**config.mk**
```make
export PLATFORM = sky130hd
export DESIGN_NAME = hex_word_streamer
export DESIGN_NICKNAME = d
export VERILOG_FILES = /design/src/rtl/hex_word_streamer.sv
export SDC_FILE = /design/constraint.sdc
export NUM_CORES = 1
export LEC_CHECK = 0
export CAP_MARGIN = 0
export CORE_ASPECT_RATIO = 1.1
export CORE_UTILIZATION = 50
export DETAILED_ROUTE_END_ITERATION = 6
export PLACE_DENSITY = 0.78
export SKIP_LAST_GASP = 1
export SYNTH_ARGS = -nofsm -noshare
export SYNTH_HDL_FRONTEND = slang
export SYNTH_SLANG_ARGS = --single-unit
```
**constraint.sdc**
```tcl
create_clock -name clk -period 3.2 [get_ports clk]
set_input_delay 0.48 -clock clk [delete_from_list [all_inputs] [get_ports clk]]
set_output_delay 0.48 -clock clk [all_outputs]
set_load 0.005 [all_outputs]
```
**src/rtl/hex_word_streamer.sv**
```systemverilog
// Streams a WIDTH-bit word as ASCII hex characters, most significant nibble first, plus an optional CR/LF.
// First character is valid one cycle after acceptance; a stalled sink holds out_char and the state until out_ready.
module hex_word_streamer #(
   parameter int WIDTH     = 16,
   parameter int UPPERCASE = 0,
   parameter int TERMINATE = 1
) (
   input  logic             clk,
   input  logic             rst,
   input  logic [WIDTH-1:0] in_data,
   input  logic             in_valid,
   output logic             in_ready,
   output logic [7:0]       out_char,
   output logic             out_valid,
   input  logic             out_ready,
   output logic             busy
);

   localparam int NIBBLES = WIDTH / 4;
   localparam int IDXW    = (NIBBLES > 1) ? $clog2(NIBBLES) : 1;
   localparam logic [IDXW-1:0] LAST_IDX = IDXW'(NIBBLES - 1);

   typedef enum logic [1:0] {
      IDLE  = 2'd0,
      DIGIT = 2'd1,
      CR    = 2'd2,
      LF    = 2'd3
   } state_t;

   state_t           state_q, state_d;
   logic [WIDTH-1:0] word_q, word_d;
   logic [IDXW-1:0]  idx_q, idx_d;
   logic [7:0]       char_q, char_d;

   function automatic logic [7:0] hex_char(input logic [3:0] n);
      logic [7:0] code;
      if (n < 4'd10) begin
         code = 8'h30 + {4'h0, n};
      end else if (UPPERCASE != 0) begin
         code = 8'h41 + {4'h0, n} - 8'd10;
      end else begin
         code = 8'h61 + {4'h0, n} - 8'd10;
      end
      return code;
   endfunction

   function automatic logic [3:0] nibble_at(input logic [WIDTH-1:0] word, input logic [IDXW-1:0] idx);
      logic [WIDTH-1:0] shifted;
      shifted = word >> {idx, 2'b00};
      return shifted[3:0];
   endfunction

   always_ff @(posedge clk) begin
      if (rst) begin
         state_q <= IDLE;
         word_q  <= '0;
         idx_q   <= '0;
         char_q  <= 8'h00;
      end else begin
         state_q <= state_d;
         word_q  <= word_d;
         idx_q   <= idx_d;
         char_q  <= char_d;
      end
   end

   // The next character is computed a cycle early so out_char comes straight from a register.
   always_comb begin
      state_d = state_q;
      word_d  = word_q;
      idx_d   = idx_q;
      char_d  = char_q;
      case (state_q)
         IDLE: begin
            if (in_valid) begin
               state_d = DIGIT;
               word_d  = in_data;
               idx_d   = LAST_IDX;
               char_d  = hex_char(nibble_at(in_data, LAST_IDX));
            end
         end
         DIGIT: begin
            if (out_ready) begin
               if (idx_q != '0) begin
                  idx_d  = idx_q - 1'b1;
                  char_d = hex_char(nibble_at(word_q, idx_q - 1'b1));
               end else if (TERMINATE == 2) begin
                  state_d = CR;
                  char_d  = 8'h0d;
               end else if (TERMINATE == 1) begin
                  state_d = LF;
                  char_d  = 8'h0a;
               end else begin
                  state_d = IDLE;
                  char_d  = 8'h00;
               end
            end
         end
         CR: begin
            if (out_ready) begin
               state_d = LF;
               char_d  = 8'h0a;
            end
         end
         LF: begin
            if (out_ready) begin
               state_d = IDLE;
               char_d  = 8'h00;
            end
         end
         default: begin
            state_d = IDLE;
            char_d  = 8'h00;
         end
      endcase
   end

   assign out_char  = char_q;
   assign out_valid = (state_q != IDLE);
   assign busy      = out_valid;
   assign in_ready  = (state_q == IDLE);

endmodule

```
# --- Word-level counts from Yosys, hierarchy flattened ---
# Cells that the tools add are included.
word_totals:
  wordCells: 49
  input_bits: 20
  regBits: 28
  output_inout_bits: 11
op_classes:
  n_eq_ne: 9
  n_addsub: 7
  n_shift: 1
  n_mux: 18
  reduce_logical: 8
  magnitude_cmp: 2
ops:
  columns: ["operator", "count"]
  rows:
  - ["$mux W8", 7]
  - ["$pmux W8 S4", 1]
  - ["$add A7 B4 Y8 const A", 2]
  - ["$mux W2", 8]
  - ["$shr A16 B4 Y4", 1]
  - ["$sub A8 B4 Y8 const B", 2]
  - ["$add A6 B4 Y7 const A", 2]
  - ["$ne A2 B2 Y1 const B", 6]
  - ["$lt A4 B4 Y1 const B", 2]
  - ["$pmux W2 S4", 1]
  - ["$reduce_and A4 Y1", 2]
  - ["$reduce_bool A2 Y1", 3]
  - ["$reduce_and A5 Y1", 1]
  - ["$eq A2 B2 Y1 const B", 2]
  - ["$pmux W2 S2", 1]
  - ["$eq A2 B1 Y1 const B", 1]
  - ["$logic_not A2 Y1", 1]
  - ["$reduce_and A2 Y1", 1]
  - ["$sub A2 B1 Y2 const B", 1]

# --- Depth between registers and ports, before layout ---
depth:
  word_depth: 8
  mapped_depth: 11
  ltp_nobuf: 9

# --- Least setup slack after synthesis ---
# Ideal clock, no wire load.
synth_timing:
  kind: "register -> register"
  start: "reg idx_q[0]"
  end: "reg char_q[1], in the netlist out_char[1]"
  path_slack_ps: 864
  arrival_time_ps: 2205
  path_buffers: 2
  stages_incl_launch_ff: 11
  required_ps: 3069
  synth_period_minus_slack_ps: 2336
  cell_sequence: "dfxtp_1 -> clkbuf_1 -> inv_1 -> ha_1 -> buf_6 -> mux4_2 -> inv_1 -> ha_1 -> nand2_1 -> a2111oi_2 -> o41ai_1"
synth_via:
  elab_chain_cells: 8
  elab_cells_between_ends: 11
synth_rtl:
  columns: ["element", "line_no", "rtl"]
  rows:
  - ["from (decl)", "32", "logic [IDXW-1:0] idx_q, idx_d;"]
  - ["from (signal assigned)", "62", "idx_q <= idx_d;"]
  - ["$sub A2 B1 Y2", "86", "char_d = hex_char(nibble_at(word_q, idx_q - 1'b1));"]
  - ["$shr A16 B4 Y4", "49", "shifted = word >> {idx, 2'b00};"]
  - ["$add A7 B4 Y8", "42", "code = 8'h61 + {4'h0, n} - 8'd10;"]
  - ["$sub A8 B4 Y8", "42", null]
  - ["$mux W8", "37", "if (n < 4'd10) begin"]
  - ["$mux W8 (*)", "84", "if (idx_q != '0) begin"]
  - ["$mux W8 (*)", "83", "if (out_ready) begin"]
  - ["$pmux W8 S4 (*)", "73", "case (state_q)"]
  - ["to (signal assigned)", "63", "char_q <= char_d;"]
  - ["to (decl)", "33", "logic [7:0] char_q, char_d;"]
# Mark *: on every way between the ends. The rest lies on a longest branch, timed or not. The select of a mux whose other input is x is not followed.
# A chain may end at the register's enable or synchronous reset.

# --- Worst setup path in the final report ---
layout_timing:
  start: "reg idx_q[0]"
  end: "reg char_q[2], in the netlist out_char[2]"
# The elaborated chain is that of the path after synthesis.

==> summary.txt <==
Cells and area
  • Fillers: about 260
  • Final Util: around 63%
  • Final net count: about 230
  • Multi-input combinational cell area: 838.3 um2
  • Layout cells sized above 1: slightly below 5%
  • Register area: 540.5 um2
  • Antenna diodes: 0
  • Area grow syn2layout: 19.50%

Clock tree
  • CTS tree: yes
  • Clk_lat worst skew: between 0.3 and 0.4 ns
  • Total CTS buffers: 3
  • H-tree depth: 1
  • Max Buffers Root-to-Sink: 2
  • Clock root buffer: clkbuf_4
  • Post-CTS sizing: 0
  • Clock Sinks: 27
  • Worst-path clk slew: ~0.15 ns
  • Postcts setup bufs: 0
  • Hold Buf Count CTS: 0

STA
  • Worst-Margin Slew: 0.9926 ns
  • Final setup fails: 0
  • Relative slew margins: between 30% and 40%
  • Max Slew Vio Count: 0
  • Min cycle time layout: 2.536 ns
  • Skew final: approximately 0.0073 ns
  • Final period util: between 70% and 80%
  • Setup_tns: 0 ns
  • Fmax achieved: 394.4 MHz
  • RSZ-0062 raised after global routing: false
  • Final Hold Vio Count: 0

Synthesis
  • Post-synth top area cell: dfxtp_1
  • Sequential share of the synthesized area: between 30% and 40%
  • Synthesized netlist cell count: around 180
  • Post-synth top area share: 36.30%
  • Synth Warn #: 0
  • Mapped Nets: about 210
  • Top cells by area, synth: dfxtp_1, nand2_1, a21oi_1
  • Distinct cells, synth: 40
  • Post-synth EDFFs: 0
  • Mean area per synthesized cell: 8.136 um2
  • Async SR Flop Fraction: 0%
  • Most frequent cell after synthesis: nand2_1
  • Synth Register Bits: 27
  • Post-synth top cells: nand2_1, dfxtp_1, a21oi_1, inv_1, nor2_1
  • Post-Syn Area: ~1500 um2
  • Synth Flop Type: dfxtp_1

Drt
  • DRT antenna net count: 0
  • Final wirelength: between 3 and 4 mm
  • 1st-iter DRT viols: 43
  • Via count: 1336
  • Vias per cell: 5.661
  • DRC viols: 0
  • DR pass1 iterations: 6
  • Routed len/inst: between 10 and 15 um

GRT
  • Antenna violations before repair: 0
  • Total GRT Usage: 23.85%
  • Largest net degree at the start of global routing: 29
  • Number of global-route vias before repair: between 1000 and 1500
  • Gr ovfl total: 0
  • First-pass GRT wire length: between 5 and 6 mm

Setup path
  • Critical path startpoint category: register
  • CP Class: register to register
  • Arrival time worst endpoint: roughly 2.8 ns
  • CP cell instances: inv_1, ha_1, mux4_2, inv_1, ha_1, and4b_1, o21ai_1, a311oi_1
  • Slowest cell on the critical path: mux4_2
  • CP max stage delay: 0.61 ns
  • Worst Path Required: between 3 and 4 ns
  • Crit-path max FO: 8
  • Crit. End Element: register

Floorplan
  • Die area: 3200 um2
  • Area of the core: ~2800 um2
  • Num ports: 31
  • Initial core utilization: a little over half
  • Die Ht: 59.24 um
  • Cell row count: 20
  • Chip Width: around 54 um

Pwr
  • Lkg Pwr: approximately 0.70 nW
  • Switching Share: between 40% and 50%
  • Max VDD drop: ~0.44 mV
  • PwrDens: ~840 nW/um2
  • Clk pwr share: a little over a tenth
  • P_sw: between 0.6 and 0.7 mW
  • Combinational share of power: 56.2%
  • Reg power frac: around a third
  • Cell Int Power: around 0.9 mW

Min path
  • Hold WC Path Type: register to register

Placed design
  • Gpl congestion: between 0.8 and 0.9
  • Port Buffers: 29
  • Post-DP HPWL: about 2.4 mm

Flow run
  • Max-Cap Viols: 0

Run status
  • Status: complete, no violations
[sequential cells by signal (all words and copies together), names as in the netlist]
signal and count:
word_q 16, state_q 2, idx_q 2, out_char 7
[cells by family (layout without fill, tap and decap cells)]
kind of cell | Yosys count | after routing | synth area share (%)
adders and majority gates | 8 | 8 | 6.723
DFF | 27 | 27 | 36.30
buffers and inverters | 24 | 44 | 7.395
xor gates and xnor gates | 1 | 1 | 0.5883
and+or+nand+nor | 65 | 65 | 19.75
AOI/OAI and AO/OA | 52 | 52 | 22.27
other | 1 | 1 | 0.2519
muxes | 5 | 5 | 6.723
[layout by cell type, fill, tap and decap left out]
cell,instances
nand3_1,1
a311oi_1,4
or3_1,2
a221oi_1,1
a211o_1,1
inv_1,11
or3b_2,1
ha_1,8
clkinv_2,1
nand2_1,39
o21a_1,1
nand2b_1,3
and4b_1,1
a211oi_1,2
nor2_1,9
and2_1,2
dfxtp_1,27
a21o_1,3
o211ai_1,1
nor2b_1,1
xnor2_1,1
o21ai_1,1
nand3b_1,1
o21ai_0,5
conb_1,1
a21oi_1,26
o211a_1,2
clkbuf_4,3
clkdlybuf4s50_1,29
nor4bb_1,1
mux2i_1,1
a2111oi_2,1
mux4_2,4
o41ai_1,1
a22oi_1,1
a21boi_0,2
nor3b_1,1
nor3_1,3
[layout make-up]
| class | instances | share of cell area (%) |
|---|---|---|
| Clock inverter | 1 | 0.2813 |
| Timing Repair Buffer | 29 | 16.31 |
| Tap cell | 33 | 2.321 |
| Sequential cell | 27 | 30.38 |
| Multi-Input combinational cell | 132 | 47.12 |
| Inverter | 11 | 2.321 |
| Clock buffer | 3 | 1.266 |
[per-layer routing]
layer | vias up | track usage, % | part of all wire (%)
li1 | 670 | - | -
met1 | 619 | 27.40 | 42
met2 | 38 | 42.33 | 52
met3 | 9 | 2.308 | 3.2
met4 | 0 | 12.82 | 3.4
met5 | - | 0 | 0
[path summary, 6_finish.rpt]
path | slack, ns | from | cells past startpoint | to
hold reg to reg | 0.47 | out_char[3] | 2 | out_char[3]
hold / removal | 0.47 | out_char[3] | 2 | out_char[3]
setup / recovery | 0.66 | idx_q[0] | 8 | out_char[2]
setup reg to reg | 0.66 | idx_q[0] | 8 | out_char[2]
[per-stage QoR]
step | hold WS [ns] | area (um2) | instances | power [mW] | setup slack, ns
3_5_place_dp | 0.4481 | 1752 | 232 | 1.347 | 0.7001
3_3_place_gp | 0.4433 | 1752 | 232 | 1.308 | 0.8198
5_1_grt | 0.4953 | 1779 | 236 | 1.631 | 0.4083
4_1_cts | 0.4684 | 1779 | 236 | 1.505 | 0.6709
6_report | 0.4677 | 1779 | 236 | 1.495 | 0.6645
2_1_floorplan | 0.4331 | 1489 | 183 | 1.127 | 0.8644
[worst max-delay path: cells and delay by family, from the launching register on]
family | cells | cell delay (ns)
AO/OA/AOI/OAI | 2 | 0.34
adder cells (fa/ha/maj) | 2 | 0.62
buffers and inverters | 2 | 0.17
flip-flops | 1 | 0.50
multiplexers | 1 | 0.61
AND/OR/NAND/NOR | 1 | 0.21
[power by group through the flow]
stage / combinational (mW) / clock [mW] / sequential (mW)
2_1_floorplan: 0.641 / 0 / 0.486
3_3_place_gp: 0.805 / 0 / 0.503
3_5_place_dp: 0.837 / 0 / 0.510
4_1_cts: 0.842 / 0.162 / 0.501
5_1_grt: 0.944 / 0.173 / 0.514
6_report: 0.840 / 0.156 / 0.499
Power figures use the tool's default switching activity.
